[src/rtl/ext_aw_splitter.sv]
// Splits a byte-addressed write command into AXI4 INCR AW bursts that never
// cross a 4 KB page and never exceed 256 beats; issues them back-to-back.
module ext_aw_splitter #(
  parameter int unsigned ID_WIDTH   = 4,
  parameter int unsigned ADDR_WIDTH = 32,
  parameter int unsigned USER_WIDTH = 6,
  parameter int unsigned DATA_BYTES = 8,
  parameter int unsigned LEN_WIDTH  = 16
) (
  input  logic                  clk_i,
  input  logic                  rst_i,

  input  logic                  cmd_valid_i,
  input  logic [ADDR_WIDTH-1:0] cmd_addr_i,
  input  logic [LEN_WIDTH-1:0]  cmd_len_i,
  input  logic [ID_WIDTH-1:0]   cmd_id_i,
  input  logic [USER_WIDTH-1:0] cmd_user_i,
  output logic                  cmd_ready_o,

  output logic                  aw_valid_o,
  output logic [ADDR_WIDTH-1:0] aw_addr_o,
  output logic [2:0]            aw_prot_o,
  output logic [3:0]            aw_region_o,
  output logic [7:0]            aw_len_o,
  output logic [2:0]            aw_size_o,
  output logic [1:0]            aw_burst_o,
  output logic                  aw_lock_o,
  output logic [3:0]            aw_cache_o,
  output logic [3:0]            aw_qos_o,
  output logic [ID_WIDTH-1:0]   aw_id_o,
  output logic [USER_WIDTH-1:0] aw_user_o,
  input  logic                  aw_ready_i,

  output logic                  cmd_done_o,
  output logic                  busy_o
);

  localparam int unsigned SIZE = $clog2(DATA_BYTES);

  // Chunk arithmetic width: must hold the byte count, 4096 and 256*DATA_BYTES + off.
  localparam int unsigned CW_A = (LEN_WIDTH + 1 > SIZE + 10) ? LEN_WIDTH + 1 : SIZE + 10;
  localparam int unsigned CW   = (CW_A > 14) ? CW_A : 14;

  localparam logic [0:0] ST_IDLE  = 1'b0;
  localparam logic [0:0] ST_ISSUE = 1'b1;

  logic [0:0]            state_q,    state_d;
  logic [ADDR_WIDTH-1:0] cur_addr_q, cur_addr_d;
  logic [LEN_WIDTH-1:0]  rem_q,      rem_d;
  logic                  aw_valid_q, aw_valid_d;
  logic [ADDR_WIDTH-1:0] aw_addr_q,  aw_addr_d;
  logic [7:0]            aw_len_q,   aw_len_d;
  logic [ID_WIDTH-1:0]   aw_id_q,    aw_id_d;
  logic [USER_WIDTH-1:0] aw_user_q,  aw_user_d;

  logic [ADDR_WIDTH-1:0] sel_addr;
  logic [LEN_WIDTH-1:0]  sel_rem;
  logic [CW-1:0]         off, to4k, maxb, rem_w, chunk, beats;
  logic [7:0]            burst_len;
  logic                  cmd_accept;
  logic                  aw_hs;

  assign cmd_ready_o = (state_q == ST_IDLE) && !rst_i;
  assign cmd_accept  = cmd_valid_i && cmd_ready_o;
  assign aw_hs       = aw_valid_q && aw_ready_i;

  // One shared chunk calculator: fed by the new command in IDLE, by the
  // running address/remainder in ISSUE.
  assign sel_addr = (state_q == ST_IDLE) ? cmd_addr_i : cur_addr_q;
  assign sel_rem  = (state_q == ST_IDLE) ? cmd_len_i  : rem_q;

  always_comb begin
    off   = CW'(sel_addr & ADDR_WIDTH'(DATA_BYTES - 1));
    to4k  = CW'(4096) - CW'(sel_addr[11:0]);
    maxb  = CW'(256 * DATA_BYTES) - off;
    rem_w = CW'(sel_rem);
    chunk = rem_w;
    if (to4k < chunk) chunk = to4k;
    if (maxb < chunk) chunk = maxb;
    beats     = (off + chunk + CW'(DATA_BYTES - 1)) >> SIZE;
    burst_len = 8'(beats - CW'(1));
  end

  always_comb begin
    // NOTE: every _d gets its hold value first so no path through the
    // decision tree leaves a signal unassigned and infers a latch.
    state_d    = state_q;
    cur_addr_d = cur_addr_q;
    rem_d      = rem_q;
    aw_valid_d = aw_valid_q;
    aw_addr_d  = aw_addr_q;
    aw_len_d   = aw_len_q;
    aw_id_d    = aw_id_q;
    aw_user_d  = aw_user_q;

    case (state_q)
      ST_IDLE: begin
        if (cmd_accept && (cmd_len_i != '0)) begin
          aw_valid_d = 1'b1;
          aw_addr_d  = cmd_addr_i;
          aw_len_d   = burst_len;
          aw_id_d    = cmd_id_i;
          aw_user_d  = cmd_user_i;
          cur_addr_d = cmd_addr_i + ADDR_WIDTH'(chunk);
          rem_d      = cmd_len_i - LEN_WIDTH'(chunk);
          state_d    = ST_ISSUE;
        end
      end
      ST_ISSUE: begin
        if (aw_hs) begin
          if (rem_q == '0) begin
            aw_valid_d = 1'b0;
            state_d    = ST_IDLE;
          end else begin
            aw_addr_d  = cur_addr_q;
            aw_len_d   = burst_len;
            cur_addr_d = cur_addr_q + ADDR_WIDTH'(chunk);
            rem_d      = rem_q - LEN_WIDTH'(chunk);
          end
        end
      end
      default: begin
        aw_valid_d = 1'b0;
        state_d    = ST_IDLE;
      end
    endcase
  end

  // NOTE: registers use non-blocking assignments so every flop samples the
  // pre-edge values regardless of statement order.
  always_ff @(posedge clk_i) begin
    // NOTE: the whole register set, including the AW payload, is reset so the
    // outputs show defined zeros right after reset rather than stale data.
    if (rst_i) begin
      state_q    <= ST_IDLE;
      cur_addr_q <= '0;
      rem_q      <= '0;
      aw_valid_q <= 1'b0;
      aw_addr_q  <= '0;
      aw_len_q   <= '0;
      aw_id_q    <= '0;
      aw_user_q  <= '0;
    end else begin
      state_q    <= state_d;
      cur_addr_q <= cur_addr_d;
      rem_q      <= rem_d;
      aw_valid_q <= aw_valid_d;
      aw_addr_q  <= aw_addr_d;
      aw_len_q   <= aw_len_d;
      aw_id_q    <= aw_id_d;
      aw_user_q  <= aw_user_d;
    end
  end

  // Done fires on the final handshake; suppressed while reset discards the command.
  assign cmd_done_o = (state_q == ST_ISSUE) && aw_hs && (rem_q == '0) && !rst_i;
  assign busy_o     = (state_q == ST_ISSUE);

  assign aw_valid_o  = aw_valid_q;
  assign aw_addr_o   = aw_addr_q;
  assign aw_len_o    = aw_len_q;
  assign aw_id_o     = aw_id_q;
  assign aw_user_o   = aw_user_q;
  assign aw_prot_o   = 3'b000;
  assign aw_region_o = 4'b0000;
  assign aw_size_o   = 3'(SIZE);
  assign aw_burst_o  = 2'b01;
  assign aw_lock_o   = 1'b0;
  assign aw_cache_o  = 4'b0000;
  assign aw_qos_o    = 4'b0000;

endmodule

[config.mk]
export PLATFORM = sky130hd
export DESIGN_NAME = ext_aw_splitter
export DESIGN_NICKNAME = d
export VERILOG_FILES = /design/src/rtl/ext_aw_splitter.sv
export SDC_FILE = /design/constraint.sdc
export NUM_CORES = 1
export LEC_CHECK = 0
export ABC_AREA = 1
export CORE_ASPECT_RATIO = 1.1
export CORE_MARGIN = 2
export CORE_UTILIZATION = 58
export CTS_CLUSTER_DIAMETER = 200
export CTS_CLUSTER_SIZE = 16
export DETAILED_ROUTE_END_ITERATION = 7
export PLACE_DENSITY = 0.95
export SLEW_MARGIN = 20
export SYNTH_ARGS = -nofsm -noshare
export SYNTH_HDL_FRONTEND = slang
export SYNTH_SLANG_ARGS = --single-unit
[constraint.sdc]
create_clock -name clk_i -period 12.3 [get_ports clk_i]
set_input_delay 1.845 -clock clk_i [delete_from_list [all_inputs] [get_ports clk_i]]
set_output_delay 1.845 -clock clk_i [all_outputs]
set_load 0.005 [all_outputs]
# Word level (Yosys, flattened, before mapping)
# Index checks and enable logic that the tools add are counted.
# totals
out_inout_bits	75
word_cells	65
reg_bits	100
# classes
n_mux	28
bitwise	1
eq_ne	4
n_lt_le_gt_ge	2
reduce_logical	13
n_addsub	9
# ops
operator	count
32-bit 2-to-1 mux	6
32-bit one-hot mux with 2 select lines	2
32-bit by 17-bit adder with 32-bit output	2
16-bit 2-to-1 mux	4
17-bit 2-to-1 mux	2
16-bit one-hot mux with 2 select lines	1
16-bit subtractor	2
8-bit 2-to-1 mux	3
17-bit by 16-bit less-than comparator with 1-bit output	1
17-bit less-than comparator	1
16-bit logical NOT	1
8-bit one-hot mux with 2 select lines	1
16-bit nonzero test	1
13-bit by 12-bit subtractor with 14-bit output (first input constant)	1
12-bit by 3-bit subtractor with 13-bit output (first input constant)	1
12-bit 2-to-1 mux	1
11-bit by 3-bit adder with 11-bit output (second input constant)	1
3-bit by 11-bit adder with 11-bit output	1
8-bit by 1-bit subtractor with 8-bit output (second input constant)	1
1-bit logical AND	7
1-bit 2-to-1 mux	6
2-bit by 1-bit inequality test with 1-bit output (second input constant)	3
3-bit AND reduction	2
1-bit one-hot mux with 2 select lines	2
4 further kinds	4

# Longest topological paths before layout
# Gate-level depths: netlist of run 1.
# logic_depth
ltp_word	12
mapped_depth	59
depth_no_buf	55

# Least setup slack after synthesis of run 1
# OpenSTA, ideal clock, no wires.
# synth_timing
kind	input-to-reg
start	input port cmd_addr_i[0]
end	register cur_addr_q[30]
n_path_buf	3
cell_stages	52
setup_ns	0.110
t_arrival_ns	8.186
slack_ns	4.004
path_cell_list	nand2_2 > nand2_2 > inv_1 > ha_1 > nand3_1 > nor2_1 > nand3_1 > xor2_1 > ha_1 > nand2_1 > inv_1 > o21ai_0 > nand2_1 > nand3_1 > nand3_1 > clkbuf_1 > clkbuf_1 > o21ai_0 > [16 not listed] > inv_1 > fa_1 > o21ai_0 > a21oi_1 > o21ai_0 > nand3_1 > nand2_1 > a21oi_1 > o21ai_0 > nand3_1 > nand2_1 > nand3_1 > nor2_1 > nand3_1 > nand3_1 > o221ai_1 > nand2_1 > inv_1
# synth_via
elab_chain_cells	10
# synth_lines
item	line	text
from (decl)	14	input logic [ADDR_WIDTH-1:0] cmd_addr_i,
12-bit 2-to-1 mux	69	assign sel_addr = (state_q == ST_IDLE) ? cmd_addr_i : cur_addr_q;
13-bit by 12-bit subtractor with 14-bit output	74	to4k = CW'(4096) - CW'(sel_addr[11:0]);
17-bit by 16-bit less-than comparator with 1-bit output	78	if (to4k < chunk) chunk = to4k;
17-bit 2-to-1 mux	78	
17-bit less-than comparator	79	if (maxb < chunk) chunk = maxb;
17-bit 2-to-1 mux	79	
32-bit by 17-bit adder with 32-bit output	117	cur_addr_d = cur_addr_q + ADDR_WIDTH'(chunk);
32-bit 2-to-1 mux	111	if (rem_q == '0) begin
32-bit 2-to-1 mux	110	if (aw_hs) begin
32-bit one-hot mux with 2 select lines (*)	96	case (state_q)
to (signal assigned)	145	cur_addr_q <= cur_addr_d;
to (decl)	48	logic [ADDR_WIDTH-1:0] cur_addr_q, cur_addr_d;
# Every way passes the cells marked *; elsewhere a longest branch is shown, timed or not. The select of a mux whose other input is x is not followed.
# A chain may end at the register's enable or synchronous reset.

# Worst setup path in the final report of run 1
# Ends and elaborated chain as after synthesis.

==> results of run 1 <==
-- worst register-to-register path, delay by kind of cell, from the launching register on --
| family | cells | cell delay, ns |
|---|---|---|
| flip-flops | 1 | 0.34 |
| adder cells (fa/ha/maj) | 5 | 1.39 |
| buffers and inverters | 5 | 0.80 |
| XOR/XNOR | 1 | 0.19 |
| AO/OA/AOI/OAI | 11 | 2.35 |
| AND/OR/NAND/NOR | 27 | 3.49 |
-- through the flow --
stage,instances,area [um^2]
2_1_floorplan,1161,7610
3_3_place_gp,1372,8640
3_5_place_dp,1372,8640
4_1_cts,1387,8960
5_1_grt,1387,8960
6_report,1387,8960
-- metal layers --
layer  vias up  share of wire (%)
met5         -                  0
met4         0                3.5
met3        51                6.4
met2       290                 49
met1      3505                 41
li1       3836                  -
-- area by class of cell --
| cell class | instances | area share (%) |
|---|---|---|
| clock buffer | 9 | 2.51 |
| clock inverter | 6 | 1.09 |
| inverter | 149 | 6.25 |
| multi-input combinational | 846 | 52.3 |
| sequential | 100 | 22.3 |
| tap | 157 | 2.19 |
| timing repair buffer | 120 | 13.3 |
-- flip-flops by register name (all words and copies together), names as in the netlist --
name and count:
aw_user_o 6, aw_id_o 4, rem_q 16, aw_valid_o 1
aw_addr_o 32, aw_len_o 8, busy_o 1, cur_addr_q 32
-- report_power, final --
part	internal, mW	leakage, nW	total, mW	switching (mW)
clock network	0.180	0.152	0.315	0.135
registers	0.411	0.826	0.455	0.0441
logic	0.558	3.19	1.45	0.893
-- logic make-up (layout without fill, tap and decap cells) --
group,Yosys count,after routing
compound gates,255,255
xor+xnor,39,39
fa+ha+maj,62,62
buf+inv,215,284
flops,100,100
mux,2,2
other cells,2,28
simple gates,460,460
-- layout by cell type, fill, tap and decap left out, types with 9 or more instances in the layout --
| cell type | instances |
|---|---|
| a211oi_1 | 17 |
| a21oi_1 | 83 |
| clkbuf_16 | 9 |
| clkdlybuf4s50_1 | 115 |
| conb_1 | 28 |
| dfxtp_1 | 99 |
| ha_1 | 60 |
| inv_1 | 140 |
| nand2_1 | 211 |
| nand2_2 | 22 |
| nand3_1 | 41 |
| nand4_1 | 10 |
| nor2_1 | 120 |
| nor3_1 | 13 |
| nor4_1 | 10 |
| o21ai_0 | 126 |
| or2_2 | 11 |
| xnor2_1 | 15 |
| xor2_1 | 24 |
-- path summary, 6_finish.rpt --
kind / slack [ns] / startpoint / to / depth (start not counted)
worst min-delay path: 0.46 / cur_addr_q[13] / cur_addr_q[13] / 2
worst min register to register: 0.46 / cur_addr_q[13] / cur_addr_q[13] / 2
worst max register to register: 3.65 / busy_o / cur_addr_q[30] / 49
worst max-delay path: 2.64 / cmd_addr_i[0] / cur_addr_q[30] / 50
==> metrics.txt, run 1 <==
final net count 1,350; post-synthesis mux area share less than 1%; global-route wire length before repair between 30,000 and 40,000 um; # IOs 137; GR Layer Usage met1 about a third; post-cts resize count 0; setup violators final 0; area grow syn2layout 19.4%; GPL Wtd Cong 0.934; Num CTS Buffers 9; DR WL/cell 14.3 um; register area 2000 um^2; diode count 0; total track usage 28.5%; Setup crit end kind flop; total power ~2.2 mW; vias in the first global route 7,194; final core occ between 70% and 80%; most frequent CP cell nand2_1; Worst setup SP type input port; Compound-Gate Fraction of Synth Area 18.6%; Final Hold Vio Count 0; Initial Utilization between 50% and 60%; sequential cell area fraction in the yosys report 26.7%; critical path's slowest cell nand3_1; largest delay contributor family on the critical path simple AND/OR/NAND/NOR gates; count of cell types in the netlist 43; Multi-input gate area 4690 um^2; Via density 5.54; Core Box Area ~13,000 um^2; largest stage delay on the critical path ~0.50 ns; most instantiated library cell after synthesis nand2_1; most frequent cells after synthesis nand2_1, inv_1, o21ai_0, nor2_1, dfxtp_1; final setup skew 0.00805 ns; Reg clk slew, reported paths 0.07 ns; Synth area leader dfxtp_1; Crit Path Category in2reg; Worst Tran Pin Value around 0.80 ns; gr busiest metal met2; Post-Syn Area roughly 7500 um^2; min cycle time layout 9.66 ns; Final ANT Viol Nets 0; Top FF cell, synth dfxtp_1; Synth area leaders dfxtp_1, nand2_1, ha_1; Required @ worst endpoint 12.55 ns; max-cap violations 0; fin crit share 78.6%; Fill cells between 900 and 1,000; grt total ovfl 0; Mapped Avg Cell Area 6.62 um^2; Clock Latency Late Sink 0.35 ns; port buffer count around 120; Simple-Gate Fraction of Synth Area 27.1%; DRC Markers 0; Hold Worst Slack 0.464 ns; Post-Syn Instances ~1,100; VDD IR max 0.000119 V; slew margin rel. 46.6%; Synth Area in Adders 10.5%; status finished clean; CTS Hold Bufs 0; postcts setup bufs 0; grt met3 use 4.36%; CTS tree yes; Post-synth EDFFs 0; CTS Root Cell clkbuf_16; H-tree Lvls 3; power per cell area between 200 and 250 nW/um^2; Max clock buf depth 2; initial DRC count 675; FMAX 0.103 GHz; largest net degree at the start of global routing 88; Row Count 43; grt met2 use 50.8%; crit path max fanout 23; ratio of cells with drive above 1 in the final layout 6.67%; first drt pass iteration count 6; synth warn 0; Worst EP arrival 9.91 ns; Final Slew Violations 0; LEAKAGE 4.17 nW; RSZ-0062 raised after global routing false; xor/xnor share of the synthesized area 4.55%; asr flop ratio synth 0%; Worst Path Buf+Inv 6; clk sinks 100; WL final 19,900 um; dpl ws 2.50 ns; largest family of logic cells by synthesized area simple AND/OR/NAND/NOR gates; PnR worst setup slack 2.64 ns; worst min path class reg2reg; Die H 123 um; die area around 14,000 um^2; Via Count approximately 7,700; initial antenna violation count 0; top cell type's share of synthesized area between 20% and 30%; FF+latch count, synth 100; HPWL after DPL 14,700 um; Setup TNS 0 ns; DIE WIDTH 112 um
No activity file was read; power rests on OpenSTA's default activity.
==> run 2, diff against run 1 <==
Settings changed: CORE_UTILIZATION 58 to 49, PLACE_DENSITY 0.95 to 0.87.
Clock period 12.3 ns to 7.8 ns, I/O delays scaled along.
==> run 2 against run 1 <==
  * Worst hold slack got worse by 0.0041 ns
  * Largest power group unchanged
  * Routed wire length rose by 9.1%
  * Sequential power rose by 58%
==> metrics.txt, run 2 (synthesis gave the netlist of run 1 again) <==
worst r2r src busy_o; WL final about 22,000 um; DIE WIDTH 122 um; R2R Setup Slk 0.88 ns; Via density 5.29; die area between 15,000 and 20,000 um^2; H-tree Lvls 3; min cycle time layout 7.45 ns; commonest non-fill, non-tap cell in the layout nand2_1; fin crit share 95.5%; Final Slew Violations 0; initial DRC count 560; Min-Delay Path Depth 2; HPWL after DPL 15,700 um; CTS Hold Bufs 0; Num CTS Buffers 9; Via Count 8,007; DRC Markers 0; LEAKAGE 4.65 nW; Die H between 100 and 150 um; max-cap violations 0; grt total ovfl 0; largest stage delay on the critical path 0.40 ns; slew margin rel. 37.0%; power per cell area 396 nW/um^2; Setup TNS 0 ns; ratio of cells with drive above 1 in the final layout between 15 and 20%; CTS tree yes; largest net degree at the start of global routing 100; status finished clean; Crit Path Category in2reg; Required @ worst endpoint about 8 ns; Worst Tran Pin Value roughly 0.95 ns; area grow syn2layout 31.5%; Max clock buf depth 2; Core Box Area around 15,000 um^2; crit path max fanout 6; first drt pass iteration count 6; Initial Utilization about half; GPL Wtd Cong 0.938; total track usage 26.1%; final net count around 1,400; diode count 0; clk sinks 100; hold path startpoint cur_addr_q[4]; vias in the first global route 7,579; Critical R2R Capture cur_addr_q[22]; Final Hold Vio Count 0; PnR worst setup slack 0.353 ns; Reg clk slew, reported paths 0.07 ns; VDD IR max around 0.00017 V; Worst setup SP type input port; worst min path class reg2reg; Final ANT Viol Nets 0; Row Count 47; Worst EP arrival approximately 7.7 ns; Setup crit end kind flop; dpl ws -0.469 ns; hold endpoint cur_addr_q[4]; most frequent cells in the layout nand2_1, inv_1, clkdlybuf4s50_1; initial antenna violation count 0; setup violators final 0; final setup skew about 0.011 ns; # IOs 137; Clock Latency Late Sink 0.36 ns; global-route wire length before repair 34,600 um; FMAX 0.134 GHz; Reg2Reg Depth 47; CTS Root Cell clkbuf_16; most frequent CP cell nand2_1; critical path's slowest cell clkdlybuf4s50_1; DR WL/cell 14.3 um; port buffer count 115
## run 2: cell types whose count changed in the layout (fill, tap and decap cells not counted), moves of 7 or more
| cell | change |
|---|---|
| buf_4 | +86 |
| o21ai_0 | -14 |
| nor2_1 | -9 |
| o21ai_1 | +7 |
| o21ai_2 | +7 |
## run 2: repair_timing
action / CTS / global route
buffers inserted: 0 / 4
pin swaps: 0 / 25
gates cloned: 0 / 1
resized for setup: 3 / 65
endpoints found under the setup margin: 6 / 31
## run 2: where the power goes
| part | switching (mW) | internal [mW] | leakage (nW) |
|---|---|---|---|
| sequential | 0.0708 | 0.649 | 0.826 |
| clock | 0.211 | 0.251 | 0.140 |
| combinational | 1.54 | 1.19 | 3.68 |
| total | 1.82 | 2.09 | 4.65 |
## run 2: worst max-delay path, delay by kind of cell
family	cells	cell delay, ns
xor gates and xnor gates	1	0.18
adders and majority gates	4	1.20
buffers and inverters	7	0.92
AOI/OAI and AO/OA	11	1.82
and+or+nand+nor	27	2.39
## run 2: layer usage
metal / GRT usage, % / vias up / share of wire [%]
met1: 30.8 / 3681 / 41
met4: 10.3 / 0 / 2.9
met3: 4.08 / 57 / 5.3
met2: 46.8 / 267 / 50
li1: - / 4002 / -
met5: 0 / - / 0
## run 2: layout make-up
class | count | area (um^2)
Tap cell | 196 | 245
Inverter | 149 | 562
Fill cell | 1230 | 5120
Sequential cell | 100 | 2000
Clock inverter | 5 | 60.1
Multi-Input combinational cell | 847 | 4930
Clock buffer | 11 | 233
Timing Repair Buffer | 207 | 1850
## run 2: per-stage QoR
stage / power (mW) / util [%] / instances / hold slack [ns] / cell area (um^2)
floorplan: 2.40 / - / 1161 / 0.429 / 7610
detailed placement: 3.27 / 62.1 / 1494 / 0.451 / 9310
global placement: 3.20 / 62.1 / 1494 / 0.438 / 9310
finish: 3.91 / 65.9 / 1515 / 0.460 / 9880
CTS: 3.76 / 64.1 / 1510 / 0.461 / 9610
global route: 4.25 / 65.9 / 1515 / 0.492 / 9880
## run 2: how the worst max path moves through the flow
stage / cells after the start / slack [ns] / from / end
detailed placement: 50 / -0.47 / cmd_addr_i[0] / cur_addr_q[30]
CTS: 52 / 0.07 / cmd_addr_i[0] / cur_addr_q[30]
finish: 50 / 0.35 / cmd_addr_i[1] / cur_addr_q[22]
floorplan: 52 / 0.18 / cmd_addr_i[0] / cur_addr_q[30]
global placement: 52 / -0.18 / cmd_addr_i[0] / cur_addr_q[30]
global route: 51 / -0.13 / cmd_addr_i[1] / rem_q[15]
